<file path="src/rtl/serial_add_ctrl_if.sv">
// Request/result bundle for the bit-serial add/subtract sequencer.
// master drives the request side; slave is the sequencer itself.
interface serial_add_ctrl_if #(
  parameter int unsigned WIDTH = 8
);
  logic             start;
  logic             sub;
  logic [WIDTH-1:0] a;
  logic [WIDTH-1:0] b;
  logic             cin;
  logic             ready;
  logic             busy;
  logic             done;
  logic [WIDTH-1:0] sum;
  logic             cout;
  logic             ovf;

  modport master (
    output start, sub, a, b, cin,
    input  ready, busy, done, sum, cout, ovf
  );

  modport slave (
    input  start, sub, a, b, cin,
    output ready, busy, done, sum, cout, ovf
  );
endinterface

</file>
<file path="src/rtl/serial_add_ctrl.sv">
// Bit-serial WIDTH-bit add/subtract: one full-adder cell walks the operands
// LSB-first, one bit per clock, with a registered carry between bits.
module serial_add_ctrl #(
  parameter int unsigned WIDTH = 8
) (
  input logic             clk,
  input logic             rst_n,
  serial_add_ctrl_if.slave bus
);

  localparam int unsigned CntW = $clog2(WIDTH) + 1;

  typedef enum logic [1:0] {StIdle, StRun, StDone} state_e;

  state_e state_q, state_d;

  logic [WIDTH-1:0] a_q, b_q;
  logic [WIDTH-1:0] res_q;
  logic [WIDTH-1:0] sum_q;
  logic             carry_q;
  logic             cout_q, ovf_q;
  logic [CntW-1:0]  cnt_q;

  logic             si, couti;
  logic             last_bit;
  logic [WIDTH:0]   res_shift;
  logic [WIDTH-1:0] res_next;
  logic             ready, busy, done;

  // The single full-adder cell; operands are shifted so bit 0 is always current.
  always_comb begin
    si    = a_q[0] ^ b_q[0] ^ carry_q;
    couti = (a_q[0] & b_q[0]) | (carry_q & (a_q[0] ^ b_q[0]));
  end

  assign last_bit  = (cnt_q == CntW'(WIDTH - 1));
  assign res_shift = {si, res_q};
  assign res_next  = res_shift[WIDTH:1];

  // State register
  always_ff @(posedge clk) begin
    if (!rst_n) begin
      state_q <= StIdle;
    end else begin
      state_q <= state_d;
    end
  end

  // Next-state logic
  always_comb begin
    state_d = state_q;
    case (state_q)
      StIdle:  if (bus.start) state_d = StRun;
      StRun:   if (last_bit) state_d = StDone;
      StDone:  state_d = StIdle;
      default: state_d = StIdle;
    endcase
  end

  // Output decode
  always_comb begin
    ready = 1'b0;
    busy  = 1'b0;
    done  = 1'b0;
    case (state_q)
      StIdle:  ready = 1'b1;
      StRun:   busy  = 1'b1;
      StDone:  done  = 1'b1;
      default: ready = 1'b0;
    endcase
  end

  // Datapath; results are published only on the final bit so sum stays stable.
  always_ff @(posedge clk) begin
    if (!rst_n) begin
      a_q     <= '0;
      b_q     <= '0;
      res_q   <= '0;
      sum_q   <= '0;
      carry_q <= 1'b0;
      cout_q  <= 1'b0;
      ovf_q   <= 1'b0;
      cnt_q   <= '0;
    end else begin
      case (state_q)
        StIdle: begin
          if (bus.start) begin
            a_q     <= bus.a;
            b_q     <= bus.b ^ {WIDTH{bus.sub}};
            carry_q <= bus.sub | bus.cin;
            cnt_q   <= '0;
          end
        end
        StRun: begin
          a_q     <= a_q >> 1;
          b_q     <= b_q >> 1;
          carry_q <= couti;
          cnt_q   <= cnt_q + CntW'(1);
          res_q   <= res_next;
          if (last_bit) begin
            sum_q  <= res_next;
            cout_q <= couti;
            ovf_q  <= carry_q ^ couti;
          end
        end
        default: ;
      endcase
    end
  end

  assign bus.ready = ready;
  assign bus.busy  = busy;
  assign bus.done  = done;
  assign bus.sum   = sum_q;
  assign bus.cout  = cout_q;
  assign bus.ovf   = ovf_q;

endmodule

</file>
<file path="src/flat_wrapper.sv">
// flat-port wrapper written by rule: the top's interface ports become plain ports
module serial_add_ctrl_flat 
#(
  parameter int unsigned WIDTH = 8
)
  (clk, rst_n, bus_start, bus_sub, bus_a, bus_b, bus_cin, bus_ready, bus_busy, bus_done, bus_sum, bus_cout, bus_ovf);
  serial_add_ctrl_if #(.WIDTH(WIDTH)) bus_i ();
  input logic clk;
  input logic rst_n;
  input wire logic [$bits(bus_i.start)-1:0] bus_start;
  input wire logic [$bits(bus_i.sub)-1:0] bus_sub;
  input wire logic [$bits(bus_i.a)-1:0] bus_a;
  input wire logic [$bits(bus_i.b)-1:0] bus_b;
  input wire logic [$bits(bus_i.cin)-1:0] bus_cin;
  output wire logic [$bits(bus_i.ready)-1:0] bus_ready;
  output wire logic [$bits(bus_i.busy)-1:0] bus_busy;
  output wire logic [$bits(bus_i.done)-1:0] bus_done;
  output wire logic [$bits(bus_i.sum)-1:0] bus_sum;
  output wire logic [$bits(bus_i.cout)-1:0] bus_cout;
  output wire logic [$bits(bus_i.ovf)-1:0] bus_ovf;
  assign bus_i.start = bus_start;
  assign bus_i.sub = bus_sub;
  assign bus_i.a = bus_a;
  assign bus_i.b = bus_b;
  assign bus_i.cin = bus_cin;
  assign bus_ready = bus_i.ready;
  assign bus_busy = bus_i.busy;
  assign bus_done = bus_i.done;
  assign bus_sum = bus_i.sum;
  assign bus_cout = bus_i.cout;
  assign bus_ovf = bus_i.ovf;
  serial_add_ctrl #(.WIDTH(WIDTH)) u_core (.clk(clk), .rst_n(rst_n), .bus(bus_i));
endmodule
</file>
<file path="config.mk">
export PLATFORM = sky130hd
export DESIGN_NAME = serial_add_ctrl_flat
export DESIGN_NICKNAME = d
export VERILOG_FILES = /design/src/rtl/serial_add_ctrl_if.sv /design/src/rtl/serial_add_ctrl.sv /design/src/flat_wrapper.sv
export SDC_FILE = /design/constraint.sdc
export NUM_CORES = 1
export LEC_CHECK = 0
export BUFFER_PORTS_ARGS = -buffer_cell sky130_fd_sc_hd__clkbuf_2
export CORE_AREA = 2 2 64 66
export CTS_CLUSTER_SIZE = 14
export DETAILED_ROUTE_END_ITERATION = 8
export DIE_AREA = 0 0 66 68
export PLACE_DENSITY = 0.7
export SLEW_MARGIN = 40
export SYNTH_ARGS = -nofsm -noshare
export SYNTH_HDL_FRONTEND = slang
export SYNTH_SLANG_ARGS = --single-unit
</file>
<file path="constraint.sdc">
create_clock -name clk -period 2.8 [get_ports clk]
set_input_delay 0.84 -clock clk [delete_from_list [all_inputs] [get_ports clk]]
set_output_delay 0.84 -clock clk [all_outputs]
set_load 0.02 [all_outputs]
</file>
==> results by group, run 1 <==
Synthesis
  • Post-synth top area share: 45.3%
  • Yosys warns: 0
  • Area leader, netlist: dfxtp_1
  • Sequential-to-total area share from yosys stat: ~45%
  • Area contributors post-synth: dfxtp_1 (45%), o21ai_0 (7.6%), a21oi_1 (7.1%)
  • EDFF count, synth: 0
  • Cells after Synth: roughly 210
  • #FFs+latches synth: 40
  • Synth Area per Inst: 8.58 um2
  • Synth Flop Type: dfxtp_1
  • Async SR Flop Fraction: 0%
  • Mapped cell area: approximately 1800 um2
  • Unique masters post-synth: 36
  • Synth Net Count: around 230

STA
  • Min Hold Slack: about 460 ps
  • Pins Over Slew Limit: 0
  • Final setup fails: 0
  • Worst slew margin: between 70% and 80%
  • Tightest Pin Transition: 424 ps
  • Final period util: about 85%
  • Fin crit period: between 2000 and 2500 ps
  • Final TNS setup: 0 ps
  • Max Freq: around 420 MHz
  • Final Hold Fails: 0
  • Worst Skew: about 6.2 ps
  • RSZ-0062 raised after global routing: false

Placement
  • IO buf count: 33
  • Placed instance area: just under 2000 um2
  • HPWL after DPL: approximately 2500 um
  • GP Congestion: around 0.76

Routing
  • DRC viols: 0
  • Via density: approximately 5.4
  • Vias: 1550
  • Routed Wire Length: ~3700 um
  • Routed wire per std cell: between 10 and 15 um
  • ANT nets after route: 0
  • TritonRoute pass-1 iters: 4
  • DR iter-0 viols: 137

Final layout
  • Number of inserted diodes: 0
  • Share of layout cells above drive strength 1: about a quarter
  • Area Overhead vs Synth: 16.7%
  • Final Instance Area: roughly 2100 um2
  • Fin nets: about 260
  • Util after Layout: a little over half

Die
  • Chip Width: approximately 66 um
  • Core area: between 3000 and 4000 um2
  • Starting Density: approximately 46%
  • Site Rows: 23
  • Die height: around 68 um
  • Boundary Pins: 34
  • Area of the die: ~4500 um2

Clock network
  • Setup bufs post-CTS: 0
  • Clk_lat worst skew: around 290 ps
  • CTS resizes: 0
  • Maximum root-to-sink buffer count: 2
  • CTS tree: built
  • Hold Buf Count CTS: 0
  • CTS Sinks: 40
  • CTS H-tree lvls: 2
  • CTS root buffer: clkbuf_8
  • CTS buffer count: 5
  • Clk pin slew, worst setup/hold paths: ~80 ps

GRT
  • Number of antenna violations at the first check in global routing: 0
  • Gr usage total: between 10% and 20%
  • Vias in the first global route: 1367
  • First-pass GRT wire length: approximately 6000 um
  • Largest net degree at the start of global routing: 29
  • Overflow after GRT: 0

Worst setup path
  • Critical path peak fanout: 28
  • CP Launch Type: flip-flop
  • CP Data Arrival Time: ~1500 ps
  • Crit path capture type: primary output
  • Crit Path Class: flip-flop to primary output
  • Crit path required time: ~2000 ps

Power
  • Leak: about 0.79 nW
  • Total power draw: about 1.2 mW
  • Largest vdd supply drop: 0.298 mV
  • Pwr dens: a little under 600 nW/um2

Flow run
  • Number of max-cap violations: 0

Hold path
  • Tightest Hold Check Type: flip-flop to flip-flop

Run status
  • Run status: finished clean
cell usage after synthesis (2+ instances only):
cell type and n:
buf_2 8, nor2b_1 2, inv_1 3, dfxtp_1 40
or3b_2 7, a22oi_1 9, nand3_1 12, xor2_1 8
nand2_1 26, nor2_1 4, clkbuf_1 5, buf_4 2
o21ai_0 27, a21oi_1 25, o221ai_1 7
through the flow:
stage          std cells  setup slack [ps]
2_1_floorplan        206               907
3_3_place_gp         278               781
3_5_place_dp         278               745
4_1_cts              286               420
5_1_grt              286               331
6_report             286               434
final timing paths:
| kind | start | end | slack [ps] | cells after the start |
|---|---|---|---|---|
| hold reg to reg | u_core.res_q[1] | u_core.res_q[1] | 460 | 2 |
| setup reg to reg | u_core.state_q[1] | u_core.cnt_q[3] | 1190 | 5 |
| setup / recovery | u_core.state_q[1] | bus_busy | 430 | 4 |
| hold / removal | u_core.res_q[1] | u_core.res_q[1] | 460 | 2 |
worst max-delay path, stage by stage (launching register included):
cell and delay, ps:
dfxtp_1 380, buf_4 190, nand2b_1 190, inv_4 250, clkbuf_2 220
cell usage in the layout, fill, tap and decap left out, types with 2 or more instances in the layout:
cell type,count
o221ai_1,7
buf_4,4
dfxtp_1,40
clkbuf_8,5
xor2_1,8
nand2_1,26
a22oi_1,9
nand3_1,12
a21oi_1,25
clkbuf_2,33
nor2b_1,2
nor2_1,4
inv_1,3
or3b_2,7
o21ai_0,27
area by class of cell:
| type | instances | area, um2 |
|---|---|---|
| Clock buffer | 5 | 68.8 |
| Clock inverter | 3 | 42.5 |
| Fill cell | 374 | 1790 |
| Inverter | 5 | 21.3 |
| Multi-Input combinational cell | 146 | 872 |
| Sequential cell | 40 | 801 |
| Tap cell | 50 | 62.6 |
| Timing Repair Buffer | 37 | 195 |
state kept, by name, indices dropped and copies added, names as in the netlist:
register / count
u_core.bus.ovf: 1
u_core.state_q: 2
u_core.carry_q: 1
u_core.bus.cout: 1
u_core.res_q: 7
u_core.b_q: 8
u_core.cnt_q: 4
u_core.a_q: 8
u_core.bus.sum: 8
routing by layer:
metal	global-route usage (%)	wire [um]
met1	21.7	1850
met2	28.4	1690
met3	4.93	155
met4	6.89	53
met5	0	0
cells by family after synthesis:
kind of cell               Yosys count  synth area share, %
xor gates and xnor gates             9                 4.46
DFF                                 40                 45.3
buffers and inverters               20                 5.38
and+or+nand+nor                     59                 17.3
AOI/OAI and AO/OA                   75                 25.1
muxes                                1                0.566
adders and majority gates            2                 1.84
where the power goes:
part           internal [mW]  switching, mW  total (mW)  leakage [nW]
Clock                  0.264          0.207       0.471        0.0541
Combinational         0.0498         0.0665       0.116         0.407
Sequential             0.592         0.0199       0.612         0.326
Total                  0.906          0.294        1.20         0.788
(Power assumes the default switching activity.)
==> inputs of run 2 (changes only) <==
Clock period 2.8 ns to 2.3 ns, I/O delays scaled along.
==> run 2 against run 1 <==
- global-route usage shrank 0.43 points
- core utilization grew 1.4 points
- sequential share of layout area shrank 1.0 points
==> results by group, run 2 (synthesized netlist as in run 1, its figures left out) <==
GRT
  • Vias in the first global route: between 1000 and 1500
  • First-pass GRT wire length: around 5900 um
  • Largest net degree at the start of global routing: 28
  • Gr usage total: 16.9%
  • Number of antenna violations at the first check in global routing: 0
  • Overflow after GRT: 0

Die
  • Die height: between 60 and 70 um
  • Boundary Pins: 34
  • Starting Density: 45.8%
  • Site Rows: 23
  • Core area: 3860 um2
  • Chip Width: between 60 and 70 um
  • Area of the die: roughly 4500 um2

Clock network
  • Hold Buf Count CTS: 0
  • CTS resizes: 0
  • CTS root buffer: clkbuf_8
  • CTS H-tree lvls: 2
  • Clk_lat worst skew: approximately 290 ps
  • Maximum root-to-sink buffer count: 2
  • CTS buffer count: 5
  • Setup bufs post-CTS: 0
  • CTS tree: built
  • CTS Sinks: 40
  • Clk pin slew, worst setup/hold paths: roughly 80 ps

Routing
  • Vias: ~1600
  • DRC viols: 0
  • DR iter-0 viols: 87
  • Via density: about 5.5
  • TritonRoute pass-1 iters: 5
  • ANT nets after route: 0
  • Routed wire per std cell: between 10 and 15 um
  • Routed Wire Length: 3500 um

STA
  • Final Hold Fails: 0
  • Pins Over Slew Limit: 0
  • Max Freq: 563 MHz
  • RSZ-0062 raised after global routing: false
  • Final setup fails: 0
  • Worst Skew: approximately 3.6 ps
  • Worst slew margin: 70.3%
  • Final period util: between 70% and 80%
  • Fin crit period: roughly 1800 ps
  • Final TNS setup: 0 ps
  • Min Hold Slack: between 400 and 500 ps
  • Tightest Pin Transition: ~450 ps

Final layout
  • Most frequent cells in the layout: dfxtp_1 (40), clkbuf_2 (33), o21ai_0 (27), nand2_1 (26), a21oi_1 (25)
  • Most common cell after layout, fill and taps aside: dfxtp_1
  • Share of layout cells above drive strength 1: between 20% and 30%
  • Number of inserted diodes: 0
  • Area Overhead vs Synth: 19.8%
  • Fin nets: approximately 260
  • Fin cells: 290

Worst setup path
  • Worst R2R Start: u_core.cnt_q[0]
  • Crit path required time: around 1600 ps
  • CP Launch Type: flip-flop
  • Crit Path Class: flip-flop to primary output
  • Reg2Reg Setup Slack: roughly 750 ps
  • Critical path peak fanout: 14
  • Worst-case reg-to-reg path depth: 4
  • CP Data Arrival Time: between 1000 and 1500 ps
  • R2R Path End: u_core.bus.ovf
  • Crit path capture type: primary output

Run status
  • Run status: finished clean

Placement
  • GP Congestion: between 0.7 and 0.8
  • IO buf count: 33
  • Placed Cells: between 200 and 300
  • HPWL after DPL: 2420 um

Power
  • Largest vdd supply drop: approximately 0.5 mV
  • Leak: between 0.8 and 0.9 nW
  • Pwr dens: about 730 nW/um2

Hold path
  • Hold depth: 2
  • Tightest Hold Check Type: flip-flop to flip-flop
  • Worst hold endpoint: u_core.res_q[1]
  • Hold Startpoint: u_core.res_q[1]

Flow run
  • Number of max-cap violations: 0
==> run 2: per-layer routing <==
layer	routed length, um	GRT usage [%]
met3	210	6.41
met1	1620	20.6
met5	0	0
met4	14	4.59
met2	1660	28.3
==> run 2: how the worst max path moves through the flow <==
stage	start	endpoint	slack [ps]
floorplan	u_core.state_q[1]	bus_done	560
global placement	bus_start	u_core.carry_q	590
CTS	u_core.state_q[1]	bus_ready	510
finish	u_core.state_q[1]	bus_ready	520
global route	u_core.state_q[1]	bus_ready	470
detailed placement	bus_start	u_core.carry_q	580
==> run 2: final cells by class <==
class | count | area [um2]
inverter | 5 | 21.3
clock buffer | 5 | 68.8
fill | 401 | 1740
sequential | 40 | 801
multi-input combinational | 146 | 872
tap | 50 | 62.6
timing repair buffer | 42 | 233
clock inverter | 2 | 60.1
==> run 2: critical path, cell delays in order (launching register included) <==
cell and delay, ps:
dfxtp_1 390, buf_4 200, nor2_1 50, clkbuf_2 150
==> run 2: report_power, final <==
group	leakage [nW]	total, mW	switching [mW]	internal [mW]
clock	0.0642	0.657	0.230	0.427
combinational	0.431	0.149	0.0832	0.0661
sequential	0.326	0.742	0.0204	0.721
==> run 2: through the flow <==
stage	power [mW]	instance area [um2]	util (%)	setup WS [ps]
floorplan	0.861	1770	-	557
finish	1.55	2120	54.9	524
detailed placement	0.908	1990	51.6	579
global placement	0.905	1990	51.6	593
global route	1.61	2120	54.9	474
CTS	1.57	2120	54.9	507
